`src/rtl/null_decode_pkg.sv`:
```
// Shared opcode encodings, ALU op constants and FSM states for the null-class decode stage.
package null_decode_pkg;

    localparam logic [3:0] OP_UJMP  = 4'h0;
    localparam logic [3:0] OP_LDSW  = 4'h1;
    localparam logic [3:0] OP_DVGA  = 4'h2;
    localparam logic [3:0] OP_SWCL  = 4'h3;
    localparam logic [3:0] OP_RSV4  = 4'h4;
    localparam logic [3:0] OP_RSV5  = 4'h5;
    localparam logic [3:0] OP_RSV6  = 4'h6;
    localparam logic [3:0] OP_RSV7  = 4'h7;
    // Memops: bit2 = store, bit1 = stack, bit0 = offset.
    localparam logic [3:0] OP_RMEM  = 4'h8;
    localparam logic [3:0] OP_RMEMO = 4'h9;
    localparam logic [3:0] OP_RSTK  = 4'hA;
    localparam logic [3:0] OP_RSTKO = 4'hB;
    localparam logic [3:0] OP_WMEM  = 4'hC;
    localparam logic [3:0] OP_WMEMO = 4'hD;
    localparam logic [3:0] OP_WSTK  = 4'hE;
    localparam logic [3:0] OP_WSOF  = 4'hF;

    localparam logic [3:0] ALU_LEFT = 4'd0;
    localparam logic [3:0] ALU_IADD = 4'd1;

    typedef enum logic [1:0] {
        ST_IDLE     = 2'd0,
        ST_VALID    = 2'd1,
        ST_MEM_WAIT = 2'd2
    } state_e;

endpackage

```
`src/rtl/null_field_decode.sv`:
```
// Combinational map from one null-class instruction (plus switch snapshot) to its control fields.
module null_field_decode
    import null_decode_pkg::*;
#(
    parameter int DATA_W = 16,
    parameter int REG_W  = 4,
    parameter int PC_W   = 16
) (
    input  logic [4+2*REG_W-1:0] instruction,
    input  logic [DATA_W-1:0]    switches,
    output logic [3:0]           alu_op,
    output logic [REG_W-1:0]     a_sel,
    output logic [REG_W-1:0]     b_sel,
    output logic [REG_W-1:0]     out_sel,
    output logic                 a_source,
    output logic [DATA_W-1:0]    a_altern,
    output logic [1:0]           load_src,
    output logic                 store_mem,
    output logic                 store_stk,
    output logic                 pc_increment,
    output logic                 pc_load,
    output logic [PC_W-1:0]      pc_target,
    output logic                 illegal,
    output logic                 is_memop
);

    localparam int INSTR_W = 4 + 2*REG_W;

    logic [3:0]       opcode;
    logic [REG_W-1:0] field_a;
    logic [REG_W-1:0] field_b;

    assign opcode  = instruction[INSTR_W-1 -: 4];
    assign field_a = instruction[2*REG_W-1:REG_W];
    assign field_b = instruction[REG_W-1:0];

    always_comb begin
        alu_op       = ALU_LEFT;
        a_sel        = '0;
        b_sel        = '0;
        out_sel      = '0;
        a_source     = 1'b0;
        a_altern     = '0;
        load_src     = 2'b00;
        store_mem    = 1'b0;
        store_stk    = 1'b0;
        pc_increment = 1'b1;
        pc_load      = 1'b0;
        pc_target    = '0;
        illegal      = 1'b0;
        is_memop     = 1'b0;
        case (opcode)
            OP_UJMP: begin
                pc_increment = 1'b0;
                pc_load      = 1'b1;
                pc_target    = PC_W'(instruction[2*REG_W-1:0]);
            end
            OP_LDSW: begin
                alu_op   = 4'(field_a);
                a_source = 1'b1;
                a_altern = switches;
                b_sel    = field_b;
                out_sel  = field_b;
                load_src = 2'b01;
            end
            OP_DVGA, OP_SWCL: ;
            OP_RSV4, OP_RSV5, OP_RSV6, OP_RSV7: illegal = 1'b1;
            OP_RMEM, OP_RMEMO, OP_RSTK, OP_RSTKO,
            OP_WMEM, OP_WMEMO, OP_WSTK, OP_WSOF: begin
                is_memop  = 1'b1;
                alu_op    = opcode[0] ? ALU_IADD : ALU_LEFT;
                a_sel     = field_a;
                b_sel     = field_b;
                out_sel   = opcode[2] ? field_a : field_b;
                load_src  = {~opcode[2], opcode[1] & ~opcode[2]};
                store_mem = opcode[2] & ~opcode[1];
                store_stk = opcode[2] & opcode[1];
            end
            default: ;
        endcase
    end

endmodule

```
`src/rtl/null_decode_stage.sv`:
```
// Registered, handshaked null-class decode stage; holds the pipe while a memory/stack access is outstanding.
module null_decode_stage
    import null_decode_pkg::*;
#(
    parameter int DATA_W      = 16,
    parameter int REG_W       = 4,
    parameter int PC_W        = 16,
    parameter int MEM_TIMEOUT = 64
) (
    input  logic                 clk,
    input  logic                 rst,
    input  logic                 in_valid,
    output logic                 in_ready,
    input  logic [4+2*REG_W-1:0] instruction,
    input  logic [DATA_W-1:0]    switches,
    output logic                 out_valid,
    input  logic                 out_ready,
    output logic [3:0]           alu_op,
    output logic [REG_W-1:0]     a_sel,
    output logic [REG_W-1:0]     b_sel,
    output logic [REG_W-1:0]     out_sel,
    output logic                 a_source,
    output logic [DATA_W-1:0]    a_altern,
    output logic [1:0]           load_src,
    output logic                 store_mem,
    output logic                 store_stk,
    output logic                 pc_increment,
    output logic                 pc_load,
    output logic [PC_W-1:0]      pc_target,
    output logic                 illegal,
    input  logic                 mem_done,
    output logic                 mem_timeout
);

    localparam int CNT_W = (MEM_TIMEOUT > 2) ? $clog2(MEM_TIMEOUT) : 1;
    localparam logic [CNT_W-1:0] CNT_LAST = CNT_W'(MEM_TIMEOUT - 1);

    logic [3:0]        alu_op_d,   alu_op_q;
    logic [REG_W-1:0]  a_sel_d,    a_sel_q;
    logic [REG_W-1:0]  b_sel_d,    b_sel_q;
    logic [REG_W-1:0]  out_sel_d,  out_sel_q;
    logic              a_source_d, a_source_q;
    logic [DATA_W-1:0] a_altern_d, a_altern_q;
    logic [1:0]        load_src_d, load_src_q;
    logic              store_mem_d, store_mem_q;
    logic              store_stk_d, store_stk_q;
    logic              pc_inc_d,   pc_inc_q;
    logic              pc_load_d,  pc_load_q;
    logic [PC_W-1:0]   pc_tgt_d,   pc_tgt_q;
    logic              illegal_d,  illegal_q;
    logic              memop_d,    memop_q;
    logic              timeout_q;
    logic [CNT_W-1:0]  cnt_q;
    state_e            state_q;
    logic              accept;

    null_field_decode #(
        .DATA_W (DATA_W),
        .REG_W  (REG_W),
        .PC_W   (PC_W)
    ) u_field_decode (
        .instruction  (instruction),
        .switches     (switches),
        .alu_op       (alu_op_d),
        .a_sel        (a_sel_d),
        .b_sel        (b_sel_d),
        .out_sel      (out_sel_d),
        .a_source     (a_source_d),
        .a_altern     (a_altern_d),
        .load_src     (load_src_d),
        .store_mem    (store_mem_d),
        .store_stk    (store_stk_d),
        .pc_increment (pc_inc_d),
        .pc_load      (pc_load_d),
        .pc_target    (pc_tgt_d),
        .illegal      (illegal_d),
        .is_memop     (memop_d)
    );

    // A memop in VALID never frees the slot: it must pass through MEM_WAIT first.
    assign in_ready = ~rst & ((state_q == ST_IDLE) |
                              ((state_q == ST_VALID) & out_ready & ~memop_q));
    assign accept   = in_valid & in_ready;

    always_ff @(posedge clk) begin
        if (rst) begin
            state_q     <= ST_IDLE;
            cnt_q       <= '0;
            timeout_q   <= 1'b0;
            alu_op_q    <= '0;
            a_sel_q     <= '0;
            b_sel_q     <= '0;
            out_sel_q   <= '0;
            a_source_q  <= 1'b0;
            a_altern_q  <= '0;
            load_src_q  <= '0;
            store_mem_q <= 1'b0;
            store_stk_q <= 1'b0;
            pc_inc_q    <= 1'b0;
            pc_load_q   <= 1'b0;
            pc_tgt_q    <= '0;
            illegal_q   <= 1'b0;
            memop_q     <= 1'b0;
        end else begin
            case (state_q)
                ST_IDLE: begin
                    if (accept) state_q <= ST_VALID;
                end
                ST_VALID: begin
                    if (out_ready) begin
                        if (memop_q) begin
                            state_q <= ST_MEM_WAIT;
                            cnt_q   <= '0;
                        end else if (accept) begin
                            state_q <= ST_VALID;
                        end else begin
                            state_q <= ST_IDLE;
                        end
                    end
                end
                ST_MEM_WAIT: begin
                    // Completion wins over a coincident timeout.
                    if (mem_done) begin
                        state_q <= ST_IDLE;
                    end else if (cnt_q == CNT_LAST) begin
                        state_q   <= ST_IDLE;
                        timeout_q <= 1'b1;
                    end else begin
                        cnt_q <= cnt_q + CNT_W'(1);
                    end
                end
                default: state_q <= ST_IDLE;
            endcase

            if (accept) begin
                alu_op_q    <= alu_op_d;
                a_sel_q     <= a_sel_d;
                b_sel_q     <= b_sel_d;
                out_sel_q   <= out_sel_d;
                a_source_q  <= a_source_d;
                a_altern_q  <= a_altern_d;
                load_src_q  <= load_src_d;
                store_mem_q <= store_mem_d;
                store_stk_q <= store_stk_d;
                pc_inc_q    <= pc_inc_d;
                pc_load_q   <= pc_load_d;
                pc_tgt_q    <= pc_tgt_d;
                illegal_q   <= illegal_d;
                memop_q     <= memop_d;
            end
        end
    end

    assign out_valid    = (state_q == ST_VALID);
    assign alu_op       = alu_op_q;
    assign a_sel        = a_sel_q;
    assign b_sel        = b_sel_q;
    assign out_sel      = out_sel_q;
    assign a_source     = a_source_q;
    assign a_altern     = a_altern_q;
    assign load_src     = load_src_q;
    assign store_mem    = store_mem_q;
    assign store_stk    = store_stk_q;
    assign pc_increment = pc_inc_q;
    assign pc_load      = pc_load_q;
    assign pc_target    = pc_tgt_q;
    assign illegal      = illegal_q;
    assign mem_timeout  = timeout_q;

endmodule

```
`config.mk`:
```
export PLATFORM = sky130hd
export DESIGN_NAME = null_decode_stage
export DESIGN_NICKNAME = d
export VERILOG_FILES = /design/src/rtl/null_decode_pkg.sv /design/src/rtl/null_field_decode.sv /design/src/rtl/null_decode_stage.sv
export SDC_FILE = /design/constraint.sdc
export NUM_CORES = 1
export LEC_CHECK = 0
export CAP_MARGIN = 20
export CORE_MARGIN = 1.5
export CORE_UTILIZATION = 49
export CTS_BUF_LIST = sky130_fd_sc_hd__clkbuf_8
export DETAILED_ROUTE_END_ITERATION = 8
export PLACE_DENSITY = 0.84
export SYNTH_ARGS = -nofsm -noshare
export SYNTH_HDL_FRONTEND = slang
export SYNTH_HIERARCHICAL = 1
export SYNTH_SLANG_ARGS = --single-unit
```
`constraint.sdc`:
```
create_clock -name clk -period 2.29 [get_ports clk]
set_clock_uncertainty 0.1 [all_clocks]
set_input_delay 0.458 -clock clk [delete_from_list [all_inputs] [get_ports clk]]
set_output_delay 0.458 -clock clk [all_outputs]
set_load 0.005 [all_outputs]
```
==> results_dict.tcl <==
set metrics [dict create \
    relSlewSlack_pct 55.0 \
    antenna_found_initial 0 \
    synth.area.top_cells "dfxtp_1 (43%), nand2_1 (15%), a21oi_1 (10%)" \
    rsz0062_at_grt "false" \
    drc 0 \
    status "complete, no violations" \
    crit_required_ns 2.44 \
    synth.avg_cell_area_um2 7.89 \
    clkPwrFrac_pct 39.3 \
    synth_area_um2 3090 \
    min_period_over_period_pct 92.3 \
    cts_buffers 9 \
    p_comb_share_pct 13.8 \
    p_sw_mw 0.609 \
    dp_slack_ns -0.0167 \
    grt_usage_pct 22.9 \
    fmax_mhz 473 \
    setup_tns_ns 0 \
    io_pins 92 \
    grt_pass1_wl_um 11800 \
    place_area_um2 4030 \
    postRouteAntennaNets 0 \
    finalHoldViolations 0 \
    insertion_delay_ns 0.33 \
    min_path_type "flop to flop" \
    netlist-cell-type-count 45 \
    drive_gt1_share_pct 11.4 \
    via_count 2858 \
    rows 28 \
    synth_enable_flop_cells 0 \
    finalCoreUtilization_pct 70.6 \
    routabilityCongestion 0.825 \
    p_int_mw 1.93 \
    crit_fanout 26 \
    final_cell_area_um2 4250 \
    synthArstFlopShare_pct 0 \
    clkTransAtPathRegs_ns 0.07 \
    place_inst 540 \
    ys.flop_type "dfxtp_1" \
    leakage_nw 1.51 \
    n_antenna_cell 0 \
    path_class "flop to flop" \
    hpwl_um 5040 \
    cts_tree "done" \
    cp_data_arrival_time_ns 2.27 \
    endpoint_kind "flop" \
    start_util_pct 51.3 \
    seq_power_share_pct 46.9 \
    vdd_drop_max_v 0.000416 \
    core_area_um2 6030 \
    worst_pin_slew_ns 0.675 \
    drv.max_cap_violation_count 0 \
    drt-vias-per-instance 5.14 \
    period_minus_slack_ns 2.11 \
    setup_viol 0 \
    synth_seq_cells 66 \
    syn_to_final_growth_pct 37.4 \
    power_density_nw_per_um2 597 \
    swShare_pct 24.0 \
    clock-sinks 66 \
    die_w_um 82.5 \
    root_buffer "clkbuf_8" \
    synth_seq_area_share_pct 42.7 \
    holdWs_ns 0.354 \
    first_iter_violations 152 \
    synth.largest_area_cell "dfxtp_1" \
    synth_cells 392 \
    start_kind "flop" \
    grt_pass1_vias 2589 \
    layout.cells.non_filler 556 \
    htreeDepth 3 \
    synth_warnings 6 \
    grt_max_degree 65 \
    die_area_um2 6800 \
    gr-total-overflow 0 \
    fin_ws_ns 0.177 \
    drt-wirelength-per-cell_um 13.4 \
    finalPower_mw 2.54 \
    cts_max_path_buffers 2 \
    port_buffers 91 \
    drv_slew 0 \
    hold_buffers 0 \
    finalWirelength_um 7450 \
    die-height_um 82.5 \
    nets 514 \
    synth_top_area_share_pct 42.7 \
    drt_pass1_iterations 4 \
]
cells by family (layout without fill, tap and decap cells):
logic type	Yosys count	count (layout)	share of synthesized area (%)
buffers and inverters	41	123	7.32
adders and majority gates	4	4	1.62
AOI/OAI and AO/OA	88	88	16.7
DFF	66	66	42.7
other	1	8	0.121
muxes	2	2	0.687
and+or+nand+nor	190	190	30.9
layout make-up:
cell class / count / area, um^2
fill: 527 / 1770
inverter: 6 / 22.5
sequential: 66 / 1320
clock inverter: 3 / 38.8
tap: 75 / 93.8
clock buffer: 12 / 165
multi-input combinational: 292 / 1590
timing repair buffer: 102 / 1020
placed cells by master, fill, tap and decap left out, types with 8 or more instances in the layout:
cell | netlist | layout
a21oi_1 | 63 | 63
clkdlybuf4s50_1 | 0 | 89
and2_4 | 19 | 19
dfxtp_1 | 66 | 65
nor2b_1 | 9 | 9
and2_1 | 14 | 14
buf_4 | 12 | 8
clkbuf_8 | 0 | 12
nand2_1 | 123 | 123
conb_1 | 1 | 8
synth_stat cells, types with 2 or more instances:
cell type and instances:
nor2b_1 9, buf_6 3, nor2_1 7, o21ai_0 2, a21oi_1 63, o311ai_0 3, a211oi_1 2, nand2_1 123
ha_1 4, and3_1 2, dfxtp_1 66, nand3_1 3, and2_4 19, and2_1 14, buf_4 12, a31oi_1 2
o21a_1 2, inv_1 6, o31ai_1 2, buf_2 4, buf_1 2, nand4b_1 3, a32o_1 4, clkbuf_1 14
layer usage:
metal | routed length (um) | share of wire (%) | global-route usage (%)
met4 | 201 | 2.7 | 11.5
met2 | 3550 | 48 | 37.2
met1 | 3330 | 45 | 28.2
met5 | 0 | 0 | 0
met3 | 362 | 4.9 | 5.27
worst max-delay path, cell delays in order (launching register included):
cell,delay [ns]
dfxtp_2,0.35
inv_2,0.05
ha_4,0.17
and3b_1,0.19
buf_4,0.13
buf_4,0.12
o211ai_1,0.31
buf_4,0.34
nand2_1,0.10
a21oi_1,0.16
final timing paths:
| path | start | to | slack, ns | depth (start not counted) |
|---|---|---|---|---|
| worst min register to register | b_sel[2] | b_sel[2] | 0.35 | 2 |
| worst min-delay path | b_sel[2] | b_sel[2] | 0.35 | 2 |
| worst max-delay path | state_q[1] | load_src[0] | 0.18 | 9 |
| worst max register to register | state_q[1] | load_src[0] | 0.18 | 9 |
flip-flops by register name, indices dropped and copies added, names as in the netlist:
register / flops
a_source: 1
pc_load: 1
b_sel: 4
alu_op: 4
cnt_q: 6
store_mem: 1
a_sel: 4
illegal: 1
a_altern: 16
load_src: 2
pc_target: 16
state_q: 2
out_sel: 4
pc_increment: 1
mem_timeout: 1
store_stk: 1
memop_q: 1
power groups by stage:
stage / clock, mW / combinational [mW] / sequential, mW
2_1_floorplan: 0 / 0.185 / 1.22
3_3_place_gp: 0 / 0.341 / 1.21
3_5_place_dp: 0 / 0.346 / 1.22
4_1_cts: 1.02 / 0.352 / 1.19
5_1_grt: 1.07 / 0.384 / 1.19
6_report: 0.997 / 0.351 / 1.19
repair_timing:
item                                    CTS  global route
buffers inserted                          1             0
gates resized for setup                   5             0
endpoints found under the setup margin    1             0
(Power assumes the default switching activity.)
